<file path="config.mk">
export PLATFORM = sky130hd
export DESIGN_NAME = gates_bist_ctrl
export DESIGN_NICKNAME = d
export VERILOG_FILES = /design/src/rtl/gates_bist_ctrl.sv
export SDC_FILE = /design/constraint.sdc
export NUM_CORES = 1
export LEC_CHECK = 0
export BUFFER_PORTS_ARGS = -buffer_cell sky130_fd_sc_hd__buf_2
export CORE_ASPECT_RATIO = 0.7
export CORE_MARGIN = 2
export CORE_UTILIZATION = 50
export DETAILED_ROUTE_END_ITERATION = 7
export PLACE_DENSITY = 0.77
export SLEW_MARGIN = 20
export SYNTH_ARGS = -nofsm -noshare
export SYNTH_HDL_FRONTEND = slang
export SYNTH_SLANG_ARGS = --single-unit
</file>
<file path="constraint.sdc">
create_clock -name clk -period 2.2 [get_ports clk]
set_input_delay 0.22 -clock clk [delete_from_list [all_inputs] [get_ports clk]]
set_output_delay 0.22 -clock clk [all_outputs]
set_load 0.05 [all_outputs]
</file>
<file path="src/rtl/gates_bist_ctrl.sv">
// gates_bist_ctrl: built-in self-test sequencer for the 7-function two-input
// gate unit. Sweeps the four (a,b) vectors LOOP_COUNT times, holds each for
// SETTLE_CYCLES cycles, checks y_i against a hardwired golden truth table in a
// one-cycle CHECK state, and reports err_cnt / fail_mask / pass with a done pulse.
//
// Optional build feature: define GATES_BIST_STOP_ON_FAIL_EN to end the run at
// the first mismatching vector instead of checking every vector.
module gates_bist_ctrl #(
    parameter int SETTLE_CYCLES = 1,
    parameter int LOOP_COUNT    = 1,
    parameter int ERR_W         = 4
) (
    input  logic             clk,
    input  logic             rst_n,
    input  logic             start,
    input  logic             abort,
    output logic             a_o,
    output logic             b_o,
    input  logic [6:0]       y_i,
    output logic             busy,
    output logic             done,
    output logic             pass,
    output logic [ERR_W-1:0] err_cnt,
    output logic [6:0]       fail_mask
);

    localparam logic [1:0] ST_IDLE   = 2'd0;
    localparam logic [1:0] ST_SETTLE = 2'd1;
    localparam logic [1:0] ST_CHECK  = 2'd2;
    localparam logic [1:0] ST_DONE   = 2'd3;

    localparam int SCW = (SETTLE_CYCLES > 1) ? $clog2(SETTLE_CYCLES) : 1;
    localparam int LCW = (LOOP_COUNT > 1) ? $clog2(LOOP_COUNT) : 1;

    localparam logic [SCW-1:0]   SETTLE_LAST = SCW'(SETTLE_CYCLES - 1);
    localparam logic [LCW-1:0]   LOOP_LAST   = LCW'(LOOP_COUNT - 1);
    localparam logic [ERR_W-1:0] ERR_MAX     = {ERR_W{1'b1}};

    // Expected gate-unit result for input vector {a,b}:
    // bit order [0]and [1]or [2]not(a) [3]xor [4]nand [5]nor [6]xnor.
    function automatic logic [6:0] golden_f(input logic [1:0] vec);
        logic [6:0] g;
        case (vec)
            2'b00:   g = 7'h74;
            2'b01:   g = 7'h1E;
            2'b10:   g = 7'h1A;
            2'b11:   g = 7'h43;
            default: g = 7'h00;
        endcase
        return g;
    endfunction

    logic [1:0]       state_r,  state_s;
    logic [1:0]       idx_r,    idx_s;
    logic [SCW-1:0]   settle_r, settle_s;
    logic [LCW-1:0]   sweep_r,  sweep_s;
    logic [1:0]       vec_r,    vec_s;
    logic             busy_r,   busy_s;
    logic             done_r,   done_s;
    logic             pass_r,   pass_s;
    logic [ERR_W-1:0] err_r,    err_s;
    logic [6:0]       mask_r,   mask_s;

    logic [6:0]       diff_s;
    logic             mismatch_s;
    logic             last_s;
    logic             stop_s;
    logic [ERR_W-1:0] err_inc_s;

    // Next-state and next-output computation for the sequencer.
    always_comb begin
        state_s    = state_r;
        idx_s      = idx_r;
        settle_s   = settle_r;
        sweep_s    = sweep_r;
        vec_s      = vec_r;
        busy_s     = busy_r;
        done_s     = 1'b0;
        pass_s     = pass_r;
        err_s      = err_r;
        mask_s     = mask_r;

        diff_s     = y_i ^ golden_f(idx_r);
        mismatch_s = |diff_s;
        last_s     = (idx_r == 2'b11) && (sweep_r == LOOP_LAST);
        err_inc_s  = (err_r == ERR_MAX) ? err_r : (err_r + ERR_W'(1));
`ifdef GATES_BIST_STOP_ON_FAIL_EN
        stop_s     = last_s || mismatch_s;
`else
        stop_s     = last_s;
`endif

        if ((state_r != ST_IDLE) && abort) begin
            // Cancel: results so far stay visible, no done pulse.
            state_s  = ST_IDLE;
            busy_s   = 1'b0;
            vec_s    = 2'b00;
            pass_s   = 1'b0;
            idx_s    = 2'b00;
            settle_s = '0;
            sweep_s  = '0;
        end else begin
            case (state_r)
                ST_IDLE: begin
                    if (start) begin
                        state_s  = ST_SETTLE;
                        busy_s   = 1'b1;
                        vec_s    = 2'b00;
                        err_s    = '0;
                        mask_s   = 7'h00;
                        pass_s   = 1'b0;
                        idx_s    = 2'b00;
                        settle_s = '0;
                        sweep_s  = '0;
                    end else begin
                        state_s  = ST_IDLE;
                    end
                end
                ST_SETTLE: begin
                    if (settle_r == SETTLE_LAST) begin
                        settle_s = '0;
                        state_s  = ST_CHECK;
                    end else begin
                        settle_s = settle_r + SCW'(1);
                    end
                end
                ST_CHECK: begin
                    if (mismatch_s) begin
                        err_s  = err_inc_s;
                        mask_s = mask_r | diff_s;
                    end else begin
                        err_s  = err_r;
                    end
                    if (stop_s) begin
                        state_s = ST_DONE;
                        busy_s  = 1'b0;
                        done_s  = 1'b1;
                        vec_s   = 2'b00;
                        // Saturating counter never wraps, so zero after this
                        // check means zero before it and no new mismatch.
                        pass_s  = (err_r == '0) && !mismatch_s;
                        idx_s   = 2'b00;
                        sweep_s = '0;
                    end else begin
                        state_s = ST_SETTLE;
                        idx_s   = idx_r + 2'd1;
                        vec_s   = idx_r + 2'd1;
                        if (idx_r == 2'b11) begin
                            sweep_s = sweep_r + LCW'(1);
                        end else begin
                            sweep_s = sweep_r;
                        end
                    end
                end
                ST_DONE: begin
                    state_s = ST_IDLE;
                end
                default: begin
                    state_s  = ST_IDLE;
                    busy_s   = 1'b0;
                    vec_s    = 2'b00;
                    idx_s    = 2'b00;
                    settle_s = '0;
                    sweep_s  = '0;
                end
            endcase
        end
    end

    // State and output registers with asynchronous active-low reset.
    always_ff @(posedge clk or negedge rst_n) begin
        if (!rst_n) begin
            state_r  <= ST_IDLE;
            idx_r    <= 2'b00;
            settle_r <= '0;
            sweep_r  <= '0;
            vec_r    <= 2'b00;
            busy_r   <= 1'b0;
            done_r   <= 1'b0;
            pass_r   <= 1'b0;
            err_r    <= '0;
            mask_r   <= 7'h00;
        end else begin
            state_r  <= state_s;
            idx_r    <= idx_s;
            settle_r <= settle_s;
            sweep_r  <= sweep_s;
            vec_r    <= vec_s;
            busy_r   <= busy_s;
            done_r   <= done_s;
            pass_r   <= pass_s;
            err_r    <= err_s;
            mask_r   <= mask_s;
        end
    end

    assign a_o       = vec_r[1];
    assign b_o       = vec_r[0];
    assign busy      = busy_r;
    assign done      = done_r;
    assign pass      = pass_r;
    assign err_cnt   = err_r;
    assign fail_mask = mask_r;

endmodule

</file>
==> summary.txt, run 1 <==
Finish
  – Most frequent cells in the layout: 26 x buf_2, 19 x dfrtp_1, 12 x nor2_1
  – Fin nets: 154
  – Area Growth Syn to Fin: 16.8%
  – Most common cell after layout, fill and taps aside: buf_2
  – Layout cells sized above 1: 0.250
  – Footprint of the multi-input gates: 519 sq um
  – Fill count: 167
  – Antenna cell count: 0
  – Sequential standard cell area: 475 sq um

Global routing
  – Gr usage total: 0.207
  – Initial antenna violation count: 0
  – Number of global-route vias before repair: 827
  – Largest net degree at the start of global routing: 20
  – Global-route wire length before repair: 3800 um
  – Gr ovfl total: 0

Pwr
  – Sw Pwr: 379 uW
  – Combinational Power Share: 0.354
  – Net Sw Frac: 0.406
  – Pleak: 0.621 nW
  – Flop pwr share: 0.455
  – Power Density: 766 nW/um^2
  – Clock Power Share: 0.191
  – Worst VDD drop: 0.000376 V
  – Internal: 554 uW

Clocking
  – Root Buffer: clkbuf_4
  – Clk buf depth: 2
  – Post-CTS sizing: 0
  – Worst-skew pair later-pin latency: 0.31 ns
  – CTS tree: built
  – Num CTS Buffers: 3
  – Clk sinks: 19
  – H-Tree Level Count: 1
  – Reg clk slew, reported paths: 0.11 ns

Critical path
  – Crit path max fanout: 7
  – Max incr delay on CP: 0.46 ns
  – Worst path bufs/invs: 1
  – R2r endpoint: err_cnt[0]
  – RR Startpoint: vec_r[0]
  – Critical Path End Type: register
  – Arrival @ worst endpoint: 2.22 ns
  – Worst R2R Setup Slack: 0.17 ns
  – Worst path depth: 7
  – CP Launch Point: vec_r[0]
  – R2r worst-path depth: 7
  – CP Class: register to register
  – CP top delay family: simple AND/OR/NAND/NOR gates
  – CP cell instances: inv_1 > ha_1 > or2b_2 > o22ai_1 > and3_1 > nor3_1 > mux2_2
  – Worst path required time: 2.39 ns
  – Setup crit end: err_cnt[0]
  – Slowest cell on the critical path: dfrtp_1
  – Crit start category: register

STA
  – Final period utilization: 0.921
  – Layout Skew: 0.00845 ns
  – RSZ-0062 raised after global routing: no
  – Period minus WS final: 2.03 ns
  – Worst relative slew slack: 0.589
  – Worst-Margin Slew: 0.611 ns
  – # setup viols final: 0
  – Final worst slack: 0.174 ns
  – Sum Neg Setup Slack: 0 ns
  – Final Max Tran Viols: 0
  – Fmax: 494 MHz
  – Final Hold Vio Count: 0

Logic synthesis
  – Synth top area share: 0.456
  – Synth unique cells: 33
  – Asr flop ratio synth: 1.00
  – Synth warn: 0
  – Most frequently used flop master after synthesis: dfrtp_1
  – Cell Area, Synth: 1040 sq um
  – Top cells by area, synth: dfrtp_1 46%, ha_1 7.2%, nor2_1 4.3%, o21ai_0 3.8%, xor2_1 3.4%
  – Post-synth EDFFs: 0
  – Syn Area/Cell: 9.75 sq um
  – Post-synthesis register bit count: 19
  – Yosys top cell by area: dfrtp_1
  – Synth Instances: 107
  – Mapped Nets: 124
  – Seq/Total Area, Yosys: 0.456

Drt
  – Total length of routed wires: 2300 um
  – Detailed Routing Iterations Pass 1: 7
  – DRC viols: 2
  – Drt wl/cell: 14.6 um
  – Routed Antenna Nets: 0
  – Post-DR vias/cell: 5.72
  – DR vias: 903
  – Initial detailed-routing violation count: 33

Placement
  – Placer congestion estimate: 0.859
  – DP HPWL: 1760 um
  – I/O Buffers: 26
  – Place WS: 0.219 ns

Die
  – Boundary Pins: 27
  – FP Rows: 13
  – Die Ht: 42.2 um
  – Core area: 1920 sq um
  – Die ar.: 2470 sq um
  – Initial core utilization: 0.544
  – Chip Width: 58.6 um

Worst hold path
  – Hold Path Stages: 2
  – Worst hold path class: primary input to register

Status
  – Status: finished, violations left
  – Failing checks: design-rule violations

Flow run
  – Max-cap viol count: 0
[power by group through the flow]
stage / sequential [mW] / clock [mW] / combinational [mW]
final: 0.425 / 0.178 / 0.331
after global routing: 0.432 / 0.197 / 0.357
after CTS: 0.425 / 0.182 / 0.331
after detailed placement: 0.431 / 0 / 0.330
after global placement: 0.429 / 0 / 0.322
after floorplan: 0.555 / 0 / 0.118
[per-stage QoR]
stage / power, mW / area, sq um / hold WS, ns / instances / util
after floorplan: 0.673 / 1040 / -0.0756 / 107 / -
after global placement: 0.751 / 1180 / 0.178 / 153 / 0.616
after detailed placement: 0.761 / 1180 / 0.186 / 153 / 0.616
after CTS: 0.938 / 1220 / 0.112 / 158 / 0.635
after global routing: 0.985 / 1220 / 0.118 / 158 / 0.635
final: 0.934 / 1220 / 0.116 / 158 / 0.635
[cell usage after synthesis, types with 2 or more instances]
master	number
a21oi_1	5
dfrtp_1	19
nand2b_1	3
mux2i_1	2
or2b_2	3
ha_1	6
a22o_1	3
o22ai_1	2
nand3_1	3
xnor2_1	3
nor2_1	12
nor3_1	2
a211oi_1	2
o21ai_0	8
xor2_1	4
inv_1	8
nand2_1	6
[metal layers]
layer  part of all wire  GRT usage
met1               0.44      0.277
met2               0.46      0.319
met3              0.092     0.0679
met4              0.012     0.0591
met5                  0          0
[worst min path at each step]
stage | from | end
5_1_grt | abort | state_r[1]
3_3_place_gp | rst_n | fail_mask[6]
6_report | abort | state_r[1]
4_1_cts | abort | state_r[1]
2_1_floorplan | rst_n | busy
3_5_place_dp | rst_n | fail_mask[3]
[logic make-up (layout without fill, tap and decap cells)]
kind of cell	count (synthesis)	count (layout)	synth area share
xor+xnor	7	7	0.0588
mux	3	3	0.0300
simple gates	36	36	0.180
fa+ha+maj	6	6	0.0719
compound gates	26	26	0.157
buf+inv	10	39	0.0468
flops	19	19	0.456
[worst reg2reg max path: stages (launching register included)]
cell     delay, ns
dfrtp_1       0.46
inv_1         0.07
ha_1          0.22
or2b_2        0.32
o22ai_1       0.17
and3_1        0.32
nor3_1        0.09
mux2_2        0.27
[state kept, by name, indices dropped and copies added (netlist names)]
| name | flops |
|---|---|
| busy | 1 |
| done | 1 |
| err_cnt | 4 |
| fail_mask | 7 |
| pass | 1 |
| state_r | 2 |
| sweep_r | 1 |
| vec_r | 2 |
[what timing repair did]
| action | CTS | global route |
|---|---|---|
| hold buffers | 1 | 0 |
| buffers inserted | 0 | 0 |
| hold endpoints to repair | 19 | 0 |
[cell type report]
cell class / count / area share
inverters: 8 / 0.0246
well taps: 22 / 0.0226
multi-input cells: 78 / 0.426
repair buffers: 27 / 0.115
clock buffers: 4 / 0.0216
flip-flops and latches: 19 / 0.390
Note: power is estimated with default switching activity, not from simulation.
==> inputs of run 2 (changes only) <==
--- a/config.mk
+++ b/config.mk
@@ -5,12 +5,14 @@
 export SDC_FILE = /design/constraint.sdc
 export NUM_CORES = 1
 export LEC_CHECK = 0
+export ABC_AREA = 1
 export BUFFER_PORTS_ARGS = -buffer_cell sky130_fd_sc_hd__buf_2
 export CORE_ASPECT_RATIO = 0.7
 export CORE_MARGIN = 2
 export CORE_UTILIZATION = 50
 export DETAILED_ROUTE_END_ITERATION = 7
-export PLACE_DENSITY = 0.77
+export PLACE_DENSITY = 0.76
+export RECOVER_POWER = 100
 export SLEW_MARGIN = 20
 export SYNTH_ARGS = -nofsm -noshare
 export SYNTH_HDL_FRONTEND = slang
==> run 2 against run 1 <==
Compared with the run above:
- die area rose by 13%
- sequential cell count unchanged
- critical path depth increased by 2
- the run now ends clean
- power up 26%
- setup slack gained 0.076 ns
- via count increased by 25%
- clock power is essentially flat
- routed wire length rose by 13%
- combinational power grew 61%
- register-to-register slack improved by 0.08 ns
- hold slack better by 0.020 ns
==> summary.txt, run 2 <==
Status
  – Status: finished clean (was finished, violations left)

Placement
  – Inst Count DP: 221 (was 153)
  – DP HPWL: 2030 um (was 1760 um)
  – I/O Buffers: 26 (unchanged)
  – Placer congestion estimate: 0.833 (was 0.859)
  – Area after DPL: 1360 sq um (was 1180 sq um)

Critical path
  – CP top delay family: simple AND/OR/NAND/NOR gates (unchanged)
  – Crit start category: register (unchanged)
  – Worst path required time: 2.40 ns (was 2.39 ns)
  – R2r worst-path depth: 9 (was 7)
  – Setup crit end: err_cnt[0] (unchanged)
  – CP Class: register to register (unchanged)
  – Worst path depth: 9 (was 7)
  – R2r endpoint: err_cnt[0] (unchanged)
  – RR Startpoint: state_r[1] (was vec_r[0])
  – CP cell instances: inv_1 > nor2_1 > nand2_4 > nand2_2 > o31ai_2 > inv_4 > nand2_4 > nand2_1 > nand2_1 (was inv_1 > ha_1 > or2b_2 > o22ai_1 > and3_1 > nor3_1 > mux2_2)
  – Arrival @ worst endpoint: 2.15 ns (was 2.22 ns)
  – Critical Path End Type: register (unchanged)
  – Crit path max fanout: 10 (was 7)
  – Slowest cell on the critical path: nor2_1 (was dfrtp_1)
  – Worst path bufs/invs: 2 (was 1)
  – Worst R2R Setup Slack: 0.25 ns (was 0.17 ns)
  – Max incr delay on CP: 0.61 ns (was 0.46 ns)
  – CP Launch Point: state_r[1] (was vec_r[0])

Finish
  – Fill count: 210 (was 167)
  – Most frequent cells in the layout: 64 x nand2_1, 27 x inv_1, 19 x dfrtp_1 (was 26 x buf_2, 19 x dfrtp_1, 12 x nor2_1)
  – Antenna cell count: 0 (unchanged)
  – Fin nets: 212 (was 154)
  – Final Cell Area: 1350 sq um (was 1220 sq um)
  – Area Growth Syn to Fin: 13.8% (was 16.8%)
  – Max reg flops: 7 (unchanged)
  – Most common cell after layout, fill and taps aside: nand2_1 (was buf_2)
  – Non-filler cells in the finished layout: 226 (was 158)
  – Layout cells sized above 1: 0.103 (was 0.250)

Clocking
  – Num CTS Buffers: 3 (unchanged)
  – Post-CTS Setup Inserts: 0 (unchanged)
  – CTS tree: built (unchanged)
  – Clk buf depth: 2 (unchanged)
  – Worst-skew pair later-pin latency: 0.30 ns (was 0.31 ns)
  – Clk sinks: 19 (unchanged)
  – Reg clk slew, reported paths: 0.10 ns (was 0.11 ns)
  – Root Buffer: clkbuf_4 (unchanged)
  – H-Tree Level Count: 1 (unchanged)
  – Post-CTS sizing: 0 (unchanged)

Worst hold path
  – Hold Path Stages: 2 (unchanged)
  – Worst hold path class: primary input to register (unchanged)

Logic synthesis
  – Synth Instances: 163 (was 107)
  – Synth unique cells: 23 (was 33)
  – Commonest cells post-synth: 64 x nand2_1, 25 x inv_1, 19 x dfrtp_1 (was 19 x dfrtp_1, 12 x nor2_1, 8 x inv_1, 8 x o21ai_0)
  – Top cells by area, synth: dfrtp_1 40%, nand2_1 20%, inv_1 7.9%, ha_1 6.3%, nand4_1 4.2% (was dfrtp_1 46%, ha_1 7.2%, nor2_1 4.3%, o21ai_0 3.8%, xor2_1 3.4%)
  – Asr flop ratio synth: 1.00 (unchanged)
  – Synth warn: 0 (unchanged)
  – Yosys top cell by area: dfrtp_1 (unchanged)
  – Synth top area share: 0.401 (was 0.456)
  – Post-synth EDFFs: 0 (unchanged)
  – Most frequently used flop master after synthesis: dfrtp_1 (unchanged)
  – Post-synthesis register bit count: 19 (unchanged)
  – Most common cell in the netlist: nand2_1 (was dfrtp_1)
  – Seq/Total Area, Yosys: 0.401 (was 0.456)
  – Syn Area/Cell: 7.28 sq um (was 9.75 sq um)
  – Mapped Nets: 180 (was 124)
  – Cell Area, Synth: 1190 sq um (was 1040 sq um)

Die
  – Die ar.: 2780 sq um (was 2470 sq um)
  – Boundary Pins: 27 (unchanged)
  – Core area: 2190 sq um (was 1920 sq um)
  – Die Ht: 44.8 um (was 42.2 um)
  – Chip Width: 62.2 um (was 58.6 um)
  – FP Rows: 14 (was 13)
  – Initial core utilization: 0.542 (was 0.544)

Pwr
  – Flop pwr share: 0.396 (was 0.455)
  – Sw Pwr: 571 uW (was 379 uW)
  – Net Sw Frac: 0.487 (was 0.406)
  – Worst VDD drop: 0.000647 V (was 0.000376 V)
  – Combinational Power Share: 0.455 (was 0.354)
  – Clock Power Share: 0.150 (was 0.191)
  – Design Power: 1.17 mW (was 934 uW)
  – Internal: 602 uW (was 554 uW)
  – Pleak: 0.729 nW (was 0.621 nW)
  – Power Density: 869 nW/um^2 (was 766 nW/um^2)

STA
  – Period minus WS final: 1.95 ns (was 2.03 ns)
  – RSZ-0062 raised after global routing: no (unchanged)
  – Worst relative slew slack: 0.309 (was 0.589)
  – Layout Skew: 0.00633 ns (was 0.00845 ns)
  – # setup viols final: 0 (unchanged)
  – Worst-Margin Slew: 1.04 ns (was 0.611 ns)
  – Final Hold Vio Count: 0 (unchanged)
  – Fmax: 513 MHz (was 494 MHz)
  – Sum Neg Setup Slack: 0 ns (unchanged)
  – Final period utilization: 0.886 (was 0.921)
  – Final Max Tran Viols: 0 (unchanged)

Drt
  – DR vias: 1129 (was 903)
  – Drt wl/cell: 11.5 um (was 14.6 um)
  – DRC viols: 0 (was 2)
  – Initial detailed-routing violation count: 69 (was 33)
  – Post-DR vias/cell: 5.00 (was 5.72)
  – Detailed Routing Iterations Pass 1: 4 (was 7)
  – Total length of routed wires: 2600 um (was 2300 um)
  – Routed Antenna Nets: 0 (unchanged)

Global routing
  – Gr usage total: 0.205 (was 0.207)
  – Largest net degree at the start of global routing: 20 (unchanged)
  – Number of global-route vias before repair: 1032 (was 827)
  – Initial antenna violation count: 0 (unchanged)
  – Gr ovfl total: 0 (unchanged)
  – Global-route wire length before repair: 4440 um (was 3800 um)

Flow run
  – Max-cap viol count: 0 (unchanged)
-- run 2: cell types whose count changed after synthesis, sizes merged, moves of 3 or more --
cell | before | now
o21ai | 9 | 4
a22o | 3 | 0
a21oi | 5 | 1
nand3 | 3 | 8
inv | 8 | 28
nand2b | 3 | 0
nand4 | 0 | 8
nand2 | 6 | 68
xor2 | 4 | 0
or2b | 4 | 0
xnor2 | 3 | 0
-- run 2: metal layers --
layer,wire (um),track usage,vias to the layer above
li1,-,-,572
met1,1180,0.266,513
met4,19,0.0533,0
met5,0,0,-
met2,1230,0.361,40
met3,172,0.0474,4
-- run 2: what timing repair did --
item | CTS | global route
endpoints found under the setup margin | 0 | 0
hold buffers | 1 | 0
endpoints found under the hold margin | 19 | 0
-- run 2: worst min path at each step --
stage           from         end  slack (ns)
2_1_floorplan  rst_n        busy       -0.08
3_3_place_gp   rst_n     sweep_r        0.18
3_5_place_dp   rst_n        done        0.18
4_1_cts        abort  state_r[1]        0.12
5_1_grt        abort  state_r[1]        0.14
6_report       abort  state_r[1]        0.14
-- run 2: area by class of cell --
| class | instances | area, sq um | area share |
|---|---|---|---|
| clock buffer | 4 | 26.3 | 0.0195 |
| timing repair buffer | 27 | 119 | 0.0880 |
| multi-input combinational | 116 | 582 | 0.431 |
| inverter | 28 | 108 | 0.0797 |
| tap | 32 | 40.0 | 0.0297 |
| sequential | 19 | 475 | 0.352 |
-- run 2: cells by family (layout without fill, tap and decap cells) --
logic type | count (synthesis) | after routing | share of synthesized area
compound gates | 9 | 9 | 0.0496
fa+ha+maj | 6 | 6 | 0.0633
buf+inv | 28 | 59 | 0.0907
simple gates | 101 | 101 | 0.396
flops | 19 | 19 | 0.401
-- run 2: through the flow --
stage | hold slack, ns | setup WS (ns) | utilization
finish | 0.136 | 0.250 | 0.617
global route | 0.144 | 0.115 | 0.617
CTS | 0.125 | 0.377 | 0.636
detailed placement | 0.181 | 0.425 | 0.619
global placement | 0.180 | 0.489 | 0.619
floorplan | -0.0756 | 0.234 | -
-- run 2: power by group through the flow --
stage / combinational, mW / sequential, mW / clock [mW]
6_report: 0.534 / 0.464 / 0.175
3_3_place_gp: 0.549 / 0.470 / 0
2_1_floorplan: 0.260 / 0.639 / 0
4_1_cts: 0.562 / 0.469 / 0.182
5_1_grt: 0.588 / 0.471 / 0.197
3_5_place_dp: 0.558 / 0.476 / 0
